File: src/rtl/arb_4req_rr.sv
// Four-requester round-robin arbiter with registered one-hot grant and hold-until-release.
// Optional forced release after TIMEOUT_CYCLES is built only when ARB_TIMEOUT_EN is defined.
module arb_4req_rr #(
    parameter int TIMEOUT_CYCLES = 16
) (
    input  logic       clk,
    input  logic       rst_n,
    input  logic [3:0] req,
    input  logic [3:0] done,
    output logic [3:0] grant,
    output logic [1:0] grant_idx,
    output logic       grant_valid,
    output logic       timeout_flag
);

    typedef enum logic {
        IDLE  = 1'b0,
        GRANT = 1'b1
    } state_t;

    state_t     state, state_nxt;
    logic [3:0] grant_nxt;
    logic [1:0] idx_nxt;
    logic       valid_nxt;
    logic [1:0] last, last_nxt;
    logic [1:0] win_idx;
    logic [1:0] cand;
    logic       win_found;
    logic       holder_release;
    logic       timeout_hit;

    if (TIMEOUT_CYCLES < 2 || TIMEOUT_CYCLES > 255) begin : g_bad_timeout
        $error("arb_4req_rr: TIMEOUT_CYCLES must be in 2..255");
    end

    // Search starts one past the previous holder; offset 4 wraps back to last itself.
    always_comb begin
        win_idx   = 2'd0;
        win_found = 1'b0;
        cand      = 2'd0;
        for (int k = 1; k <= 4; k++) begin
            cand = last + 2'(k);
            if (!win_found && req[cand]) begin
                win_idx   = cand;
                win_found = 1'b1;
            end
        end
    end

    assign holder_release = done[grant_idx] | ~req[grant_idx];

`ifdef ARB_TIMEOUT_EN
    logic [7:0] hold_cnt;
    logic       expire;
    logic       tflag_r;

    assign timeout_hit  = (hold_cnt == 8'(TIMEOUT_CYCLES));
    assign timeout_flag = tflag_r;

    always_ff @(posedge clk) begin
        if (!rst_n) begin
            hold_cnt <= 8'd0;
            tflag_r  <= 1'b0;
        end else begin
            tflag_r <= expire;
            if (state == IDLE) begin
                hold_cnt <= (req != 4'b0000) ? 8'd1 : 8'd0;
            end else begin
                hold_cnt <= hold_cnt + 8'd1;
            end
        end
    end
`else
    assign timeout_hit  = 1'b0;
    assign timeout_flag = 1'b0;
`endif

    always_comb begin
        state_nxt = state;
        grant_nxt = grant;
        idx_nxt   = grant_idx;
        valid_nxt = grant_valid;
        last_nxt  = last;
`ifdef ARB_TIMEOUT_EN
        expire    = 1'b0;
`endif
        case (state)
            IDLE: begin
                if (req != 4'b0000) begin
                    state_nxt = GRANT;
                    grant_nxt = 4'b0001 << win_idx;
                    idx_nxt   = win_idx;
                    valid_nxt = 1'b1;
                end
            end
            GRANT: begin
                // A normal release wins over a coincident timeout, so no flag then.
                if (holder_release || timeout_hit) begin
                    state_nxt = IDLE;
                    grant_nxt = 4'b0000;
                    idx_nxt   = 2'd0;
                    valid_nxt = 1'b0;
                    last_nxt  = grant_idx;
`ifdef ARB_TIMEOUT_EN
                    expire    = ~holder_release;
`endif
                end
            end
            default: begin
                state_nxt = IDLE;
                grant_nxt = 4'b0000;
                idx_nxt   = 2'd0;
                valid_nxt = 1'b0;
            end
        endcase
    end

    always_ff @(posedge clk) begin
        if (!rst_n) begin
            state       <= IDLE;
            grant       <= 4'b0000;
            grant_idx   <= 2'd0;
            grant_valid <= 1'b0;
            last        <= 2'd3;
        end else begin
            state       <= state_nxt;
            grant       <= grant_nxt;
            grant_idx   <= idx_nxt;
            grant_valid <= valid_nxt;
            last        <= last_nxt;
        end
    end

endmodule

File: config.mk
export PLATFORM = sky130hd
export DESIGN_NAME = arb_4req_rr
export DESIGN_NICKNAME = d
export VERILOG_FILES = /design/src/rtl/arb_4req_rr.sv
export SDC_FILE = /design/constraint.sdc
export NUM_CORES = 1
export LEC_CHECK = 0
export BUFFER_PORTS_ARGS = -buffer_cell sky130_fd_sc_hd__buf_2
export CORE_MARGIN = 8
export CORE_UTILIZATION = 42
export CTS_CLUSTER_DIAMETER = 150
export DETAILED_ROUTE_END_ITERATION = 7
export GPL_TIMING_DRIVEN = 0
export PLACE_DENSITY_LB_ADDON = 0.15
export REMOVE_ABC_BUFFERS = 1
export SYNTH_ARGS = -nofsm -noshare
export SYNTH_HDL_FRONTEND = slang
export SYNTH_SLANG_ARGS = --single-unit
File: constraint.sdc
create_clock -name clk -period 1.25 [get_ports clk]
set_input_delay 0.25 -clock clk [delete_from_list [all_inputs] [get_ports clk]]
set_output_delay 0.25 -clock clk [all_outputs]
set_load 0.02 [all_outputs]
==> results of run 1 <==
[flip-flops by register name, summed over array words and instances, names as in the netlist]
| signal | cells |
|---|---|
| last | 2 |
| grant_valid | 1 |
| grant | 4 |
| state | 1 |
| grant_idx | 2 |
[cells by family after synthesis]
kind of cell	synth area share [%]
compound gates	30.7
simple gates	24.2
flops	35.6
buf+inv	6.89
mux	2.00
other cells	0.666
[worst max-delay path, cell delays in order, from the launching register on]
cell                       delay (ns)
sky130_fd_sc_hd__dfxtp_4         0.35
sky130_fd_sc_hd__or3b_4          0.37
sky130_fd_sc_hd__a21o_1          0.21
sky130_fd_sc_hd__and2_4          0.17
sky130_fd_sc_hd__o211ai_1        0.15
[cell type report]
type / instances / area, µm²
fillers: 111 / 469
repair buffers: 22 / 131
well taps: 15 / 18.8
multi-input cells: 46 / 378
inverters: 7 / 26.3
clock buffers: 4 / 36.3
flip-flops and latches: 10 / 209
[power groups by stage]
| stage | Combinational [mW] | Sequential [mW] | Clock [mW] |
|---|---|---|---|
| 6_report | 0.323 | 0.392 | 0.291 |
| 5_1_grt | 0.352 | 0.397 | 0.309 |
| 4_1_cts | 0.301 | 0.389 | 0.300 |
| 3_5_place_dp | 0.232 | 0.402 | 0 |
| 3_3_place_gp | 0.229 | 0.400 | 0 |
| 2_1_floorplan | 0.133 | 0.423 | 0 |
[synthesized netlist by cell type]
cell type,instances
sky130_fd_sc_hd__and2_1,1
sky130_fd_sc_hd__buf_2,1
sky130_fd_sc_hd__nand2_1,5
sky130_fd_sc_hd__mux2_1,1
sky130_fd_sc_hd__or3b_1,1
sky130_fd_sc_hd__o211ai_1,1
sky130_fd_sc_hd__and2_4,1
sky130_fd_sc_hd__o21ai_1,3
sky130_fd_sc_hd__o21ai_0,2
sky130_fd_sc_hd__nand4b_1,1
sky130_fd_sc_hd__a21oi_2,1
sky130_fd_sc_hd__nand2b_1,3
sky130_fd_sc_hd__a21o_1,2
sky130_fd_sc_hd__dfxtp_1,10
sky130_fd_sc_hd__nand3b_1,3
sky130_fd_sc_hd__nor3b_1,1
sky130_fd_sc_hd__o311a_2,1
sky130_fd_sc_hd__a21oi_4,1
sky130_fd_sc_hd__nor4_1,1
sky130_fd_sc_hd__nor3b_2,1
sky130_fd_sc_hd__buf_4,1
sky130_fd_sc_hd__a31oi_1,1
sky130_fd_sc_hd__o2bb2ai_1,3
sky130_fd_sc_hd__inv_1,7
sky130_fd_sc_hd__o21a_1,1
sky130_fd_sc_hd__a21oi_1,2
sky130_fd_sc_hd__a32o_1,3
sky130_fd_sc_hd__conb_1,1
sky130_fd_sc_hd__nor2_1,2
sky130_fd_sc_hd__nand3_1,2
sky130_fd_sc_hd__a22o_1,1
[worst paths after layout]
kind,from,to,cells after the start
hold reg to reg,grant[1],grant[1],1
setup / recovery,grant_idx[0],last[0],4
hold / removal,rst_n,last[1],2
setup reg to reg,grant_idx[0],last[0],4
[metrics by stage]
stage	TNS, ns	instances	cell area, µm²	utilization, %
6_report	-0.579	104	800	63.0
5_1_grt	-0.988	104	800	63.0
4_1_cts	-0.554	104	767	60.5
3_5_place_dp	-1.97	94	649	51.2
3_3_place_gp	-2.07	94	649	51.2
2_1_floorplan	-1.37	63	551	-
[layer usage]
| metal | routed length (µm) | track usage, % | up-vias |
|---|---|---|---|
| met5 | 0 | 0 | - |
| met3 | 105 | 3.41 | 9 |
| met4 | 69 | 10.3 | 0 |
| met2 | 688 | 18.6 | 22 |
| li1 | - | - | 284 |
| met1 | 677 | 13.0 | 258 |
[repair_timing]
action	4_1_cts	5_1_grt
hold buffers	0	0
endpoints found under the setup margin	8	11
gates resized for setup	10	7
buffers inserted	6	0
pin swaps	10	1
==> results by stage, run 1 <==
Synth:
- After synthesis, the largest area contributor takes up between 30% and 40% of total cell area.
- By area the synthesized netlist is led by sky130_fd_sc_hd__dfxtp_1 (36%), sky130_fd_sc_hd__a32o_1 (5.3%), sky130_fd_sc_hd__inv_1 (4.7%).
- sky130_fd_sc_hd__dfxtp_1 takes more of the synthesized area than any other cell.
- The total of flip-flops plus latches after synthesis is 10.
- In this run, distinct cell masters in the synthesized netlist total 31.
- The number of warning messages in the yosys log is 0.
- In this run the cell area of the synthesized design comes to around 560 µm².
- A synthesized cell averages ~8.7 µm².
- The synthesized netlist cell count is 65.
- The fraction of the yosys area taken by sequential cells is between 30% and 40%.

STA:
- Setup repair after global routing could not meet its margin everywhere.
- For this run, the top clock speed supported by timing is between 700 and 800 MHz.
- The post-route fraction of the period consumed by the critical path is 107%.
- The worst path in the final design needs a cycle of ~1.3 ns, including I/O delays and setup.
- Setup violations remaining at the end of the flow were counted as 9.
- Final hold analysis gives a worst-case slack of 0.232 ns.
- The final setup slack of the worst path is -0.0929 ns.
- The final number of hold-violating endpoints came to 0.
- The number of max-slew violations in the final report was 0.
- On the final layout, the worst clock skew is roughly 0.0068 ns.

Status:
- The run finished, with violations left.
- The checks that failed: setup timing.

Floorplanning:
- The number of primary I/O pins is 18.
- In this run the vertical extent of the chip is 52.6 µm.
- The row count is 13.
- The starting utilization of the core area is 44.4%.
- The full die area is 2770 µm².
- The die is around 53 µm wide.
- The floorplan step defined a core boundary enclosing 1270 µm².

Detailed routing:
- The detailed-router iteration count before antenna repair is 4.
- After detailed routing, the number of vias per cell comes to about 5.5.
- In this run the remaining antenna-violating nets after routing total 0.
- In the final routed layout, each cell accounts on average for ~15 µm.
- The overall via count from detail_route is roughly 570.
- For this run, design rule violations remaining after detail routing come to 0.
- Summed over all layers, the routed wires come to about 1.5 mm.
- The count of routing violations after the opening detailed-route iteration is 9.

Pwr:
- The analysis attributes to cell leakage a power of ~0.35 nW.
- Cell internal power was estimated by the tool at a little under 0.7 mW.
- Net switching is between 30% and 40% of the power.
- In this run the power density over the cells is around 1300 nW/µm².
- Of the total power, combinational logic draws approximately a third.
- The analysis attributes to net switching a power of between 0.3 and 0.4 mW.
- Across the VDD grid, the largest voltage drop is roughly 0.75 mV.
- The total power of the final layout is approximately 1 mW.
- The clock network accounts for slightly below 30% of the total power.
- The share of total power in sequential cells is about two fifths.

Critical path:
- STA classifies the critical path endpoint as a flop.
- The data arrival time at the worst-slack endpoint is between 1.5 and 2 ns.
- The required time reported for the critical path endpoint is 1.44 ns.
- In this run the register-to-register setup slack is -0.09 ns.
- The path type of the worst setup path is reg2reg.
- STA classifies the critical path startpoint as a flop.
- The largest fanout of any net on the critical path is 3.

Flow run:
- The number of maximum-capacitance constraint violations is 0.

Cells and area:
- At the end of the flow, the number of nets in the layout was 100.
- The area overhead of the layout relative to synthesis is 42.0%.
- Leaving out fill and tap cells, the most frequent cells in the layout are sky130_fd_sc_hd__buf_2 (15), sky130_fd_sc_hd__inv_1 (7), sky130_fd_sc_hd__dfxtp_1 (7).
- Leaving out fill and tap cells, the most frequent cell in the layout is sky130_fd_sc_hd__buf_2.
- The post-route netlist has between 40 and 50% of its cells at a drive strength greater than 1.
- The repair_antennas step left the layout with diodes totalling 0.

Global routing:
- The maximum number of pins on one net before global-route repair is 9.
- The first global-routing pass estimated 2.50 mm of wire.
- The global-route usage over all layers is 12.0%.
- The number of antenna violations at the first check in global routing is 0.
- After global routing the overflow that remains totals 0.
- The via count of the first global-routing pass was 582.

Clocking:
- The later-pin clock latency in the skew report is approximately 0.27 ns.
- The count of clock tree sinks is 10.
- The CTS clock-pin slew for the worst setup and hold paths is ~0.07 ns.
- The clock buffer count from CTS is 3.
- TritonCTS built the clock tree.
- The master cell of the clock root buffer is sky130_fd_sc_hd__clkbuf_4.
- The largest buffer count on any clock path is 2.
- In this run the number of H-tree levels came out at 1.

Placement:
- The congestion estimate from routability-driven global placement came to roughly 0.76.
- The HPWL after detailed placement is 1.01 mm.
- The worst slack at placement is -0.265 ns.
- The quantity of I/O buffers inserted on ports is 16.

Min path:
- The worst hold-check path type is in2reg.
Power figures use the tool's default switching activity.
==> run 2: changes to the inputs <==
CORE_MARGIN = 2   (was 8)
REMOVE_ABC_BUFFERS = unset   (was 1)
==> run 2 against run 1 <==
The run still ends with setup timing left. Setup slack got worse by 0.015 ns. Power fell by 4.1%. Clock-buffer cell count did not move. Routed wire length fell by 17%. Via count fell by 5.2%. First-iteration DRC count rose by 44%. Sequential share of layout area rose by 2.1 points. Clock power rose by 4%. Sequential cell count did not move. Hold slack barely moved. Critical path type unchanged. Critical endpoint is now grant[1].
==> results by stage, run 2 (synthesis gave the netlist of run 1 again) <==
Floorplanning:
- The floorplan step defined a die boundary enclosing around 1600 µm².
- From left edge to right edge, the die measures around 41 µm.
- Once the floorplan was initialized, standard cells occupied 44.4% of the core.
- In this run the vertical extent of the chip is slightly above 40 µm.
- The core box area is 1270 µm².
- The number of primary I/O pins is 18.
- The row count is 13.

Critical path:
- The critical path in this run is classified as reg2reg.
- The number of cell instances on the worst register-to-register path is 4.
- The worst register-to-register path begins at grant_idx[0].
- The worst setup path endpoint is grant[1].
- The launch point of the worst path is grant_idx[0].
- The worst setup path is captured at a flop.
- The worst register-to-register path ends at grant[1].
- At the worst endpoint, the arrival time is around 1.6 ns.
- The required time reported for the critical path endpoint is 1.45 ns.
- The setup slack of the worst register-to-register path is -0.11 ns.
- The startpoint kind of the worst setup timing path is a flop.
- The largest fanout of any net on the critical path is 8.

Placement:
- The routability congestion estimate is roughly 0.8.
- The quantity of I/O buffers inserted on ports is 16.
- Once detailed placement completed, the half-perimeter wirelength came to between 800 and 900 µm.

Detailed routing:
- After detailed routing, the total wire length is approximately 1.3 mm.
- The post-detailed-route via-to-cell ratio is around 5.4.
- The first routing iteration left 13 violations.
- For this run, design rule violations remaining after detail routing come to 0.
- The routed length per instance is approximately 13 µm.
- The overall via count from detail_route is about 540.
- Before antenna repair, the detailed router went through 4 iterations.
- Once detail routing completed, the nets flagged for antenna violations numbered 0.

Clocking:
- The count of clock tree sinks is 10.
- CTS built an H-tree with a depth of 1.
- TritonCTS built the clock tree.
- No sink is reached through more buffers than the 2 on the longest clock path.
- The clock reaches the later pin of the worst-skew pair after ~0.27 ns.
- The CTS clock-pin slew for the worst setup and hold paths is about 0.07 ns.
- Buffers inserted during clock tree synthesis total 3.
- The master cell of the clock root buffer is sky130_fd_sc_hd__clkbuf_4.

Cells and area:
- The area overhead of the layout relative to synthesis is 31.6%.
- The filler cell count is about 130.
- The most common cell after layout, fill and taps aside is sky130_fd_sc_hd__buf_2.
- In the final layout, the multi-input gates occupy 348 µm².
- The number of flip-flops in the largest register is 4.
- The sequential cells in the finished layout cover a total of ~210 µm².
- In the layout the commonest cells are sky130_fd_sc_hd__buf_2 (16), sky130_fd_sc_hd__inv_1 (7), sky130_fd_sc_hd__dfxtp_1 (7).
- The largest registers in the layout are grant x4, grant_idx x2, last x2.
- In the final design database the tool counted between 90 and 100 nets.
- Cells fill between 50% and 60% of the core in the end.
- More flip-flops sit in one register than any other, and that register is grant.
- The layout cell share with drive strength beyond 1 is roughly two fifths.
- The count of inserted antenna diode cells is 0.

Min path:
- The worst hold-check path type is in2reg.
- The worst hold path cell count is 2.

Global routing:
- The maximum number of pins on one net before global-route repair is 9.
- The first global-routing pass estimated approximately 1.9 mm of wire.
- The via count of the first global-routing pass was 453.
- The number of antenna violations at the first check in global routing is 0.
- The global-route usage over all layers is a little under a fifth.
- Summed over all layers, the global routing overflow is 0.

Pwr:
- The worst-case IR drop observed on VDD is a little under 0.6 mV.
- The design draws around 0.96 mW.
- The analysis attributes to cell leakage a power of between 0.3 and 0.4 nW.
- Dividing total power by cell area gives a power density of between 1000 and 1500 nW/µm².

STA:
- Setup violations remaining at the end of the flow were counted as 8.
- Clock skew on the completed layout was measured at between 0.0006 and 0.0007 ns.
- Setup slack on the critical path of the routed design comes to -0.108 ns.
- The final number of hold-violating endpoints is 0.
- The number of max-slew violations in the final report is 0.
- On the final layout, the worst hold slack is 0.232 ns.
- The fmax is around 740 MHz.
- Setup repair after global routing could not meet its margin everywhere.
- Dividing the final minimum period by the clock period gives 109%.
- The final sum of negative setup slack is -0.760 ns.
- The shortest period the worst path allows is 1.36 ns.

Flow run:
- Across the run, the number of max-cap violations was 0.

Status:
- The final reports fail on setup timing.
- The run finished, with violations left.

Synth:
- The synthesized net count is 75.
==> run 2: through the flow <==
stage | instances | setup slack, ns | cell area [µm²]
floorplan | 65 | -0.0555 | 579
global route | 101 | -0.179 | 741
CTS | 101 | -0.111 | 723
detailed placement | 96 | -0.295 | 678
global placement | 96 | -0.305 | 678
finish | 101 | -0.108 | 741
==> run 2: final cells by class <==
| cell class | count | area share [%] |
|---|---|---|
| repair buffers | 18 | 12.8 |
| flip-flops and latches | 10 | 28.2 |
| multi-input cells | 46 | 47.0 |
| well taps | 15 | 2.53 |
| inverters | 7 | 3.55 |
| clock buffers | 4 | 4.90 |
| plain buffers | 1 | 1.01 |
==> run 2: power by group <==
group	internal [mW]	switching [mW]	leakage [nW]
registers	0.358	0.0347	0.0838
clock network	0.177	0.125	0.0210
logic	0.122	0.147	0.227
total	0.658	0.306	0.332
==> run 2: timing repair <==
action                     in CTS  in global routing
resized for setup               2                  3
pin swaps                       6                  0
buffers inserted                2                  0
setup endpoints to repair       8                  9
hold buffers                    0                  0
==> run 2: how the worst min path moves through the flow <==
stage                        start        to  slack (ns)
after floorplan              rst_n   last[1]        0.33
after global placement    grant[1]  grant[1]        0.44
after detailed placement  grant[3]  grant[3]        0.45
after CTS                    rst_n   last[1]        0.23
after global routing         rst_n   last[1]        0.25
final                        rst_n   last[0]        0.23
==> run 2: worst max-delay path, stage by stage (launching register included) <==
cell	delay, ns
sky130_fd_sc_hd__dfxtp_4	0.37
sky130_fd_sc_hd__or3b_4	0.37
sky130_fd_sc_hd__a21o_1	0.21
sky130_fd_sc_hd__a21oi_4	0.20
sky130_fd_sc_hd__o2bb2ai_1	0.14
==> run 2: metal layers <==
metal / part of all wire [%] / global-route usage [%] / up-vias
met5: 0 / 0 / -
met4: 2.3 / 10.0 / 0
met3: 6.1 / 4.89 / 5
met2: 43 / 27.4 / 14
met1: 49 / 22.8 / 247
li1: - / - / 277
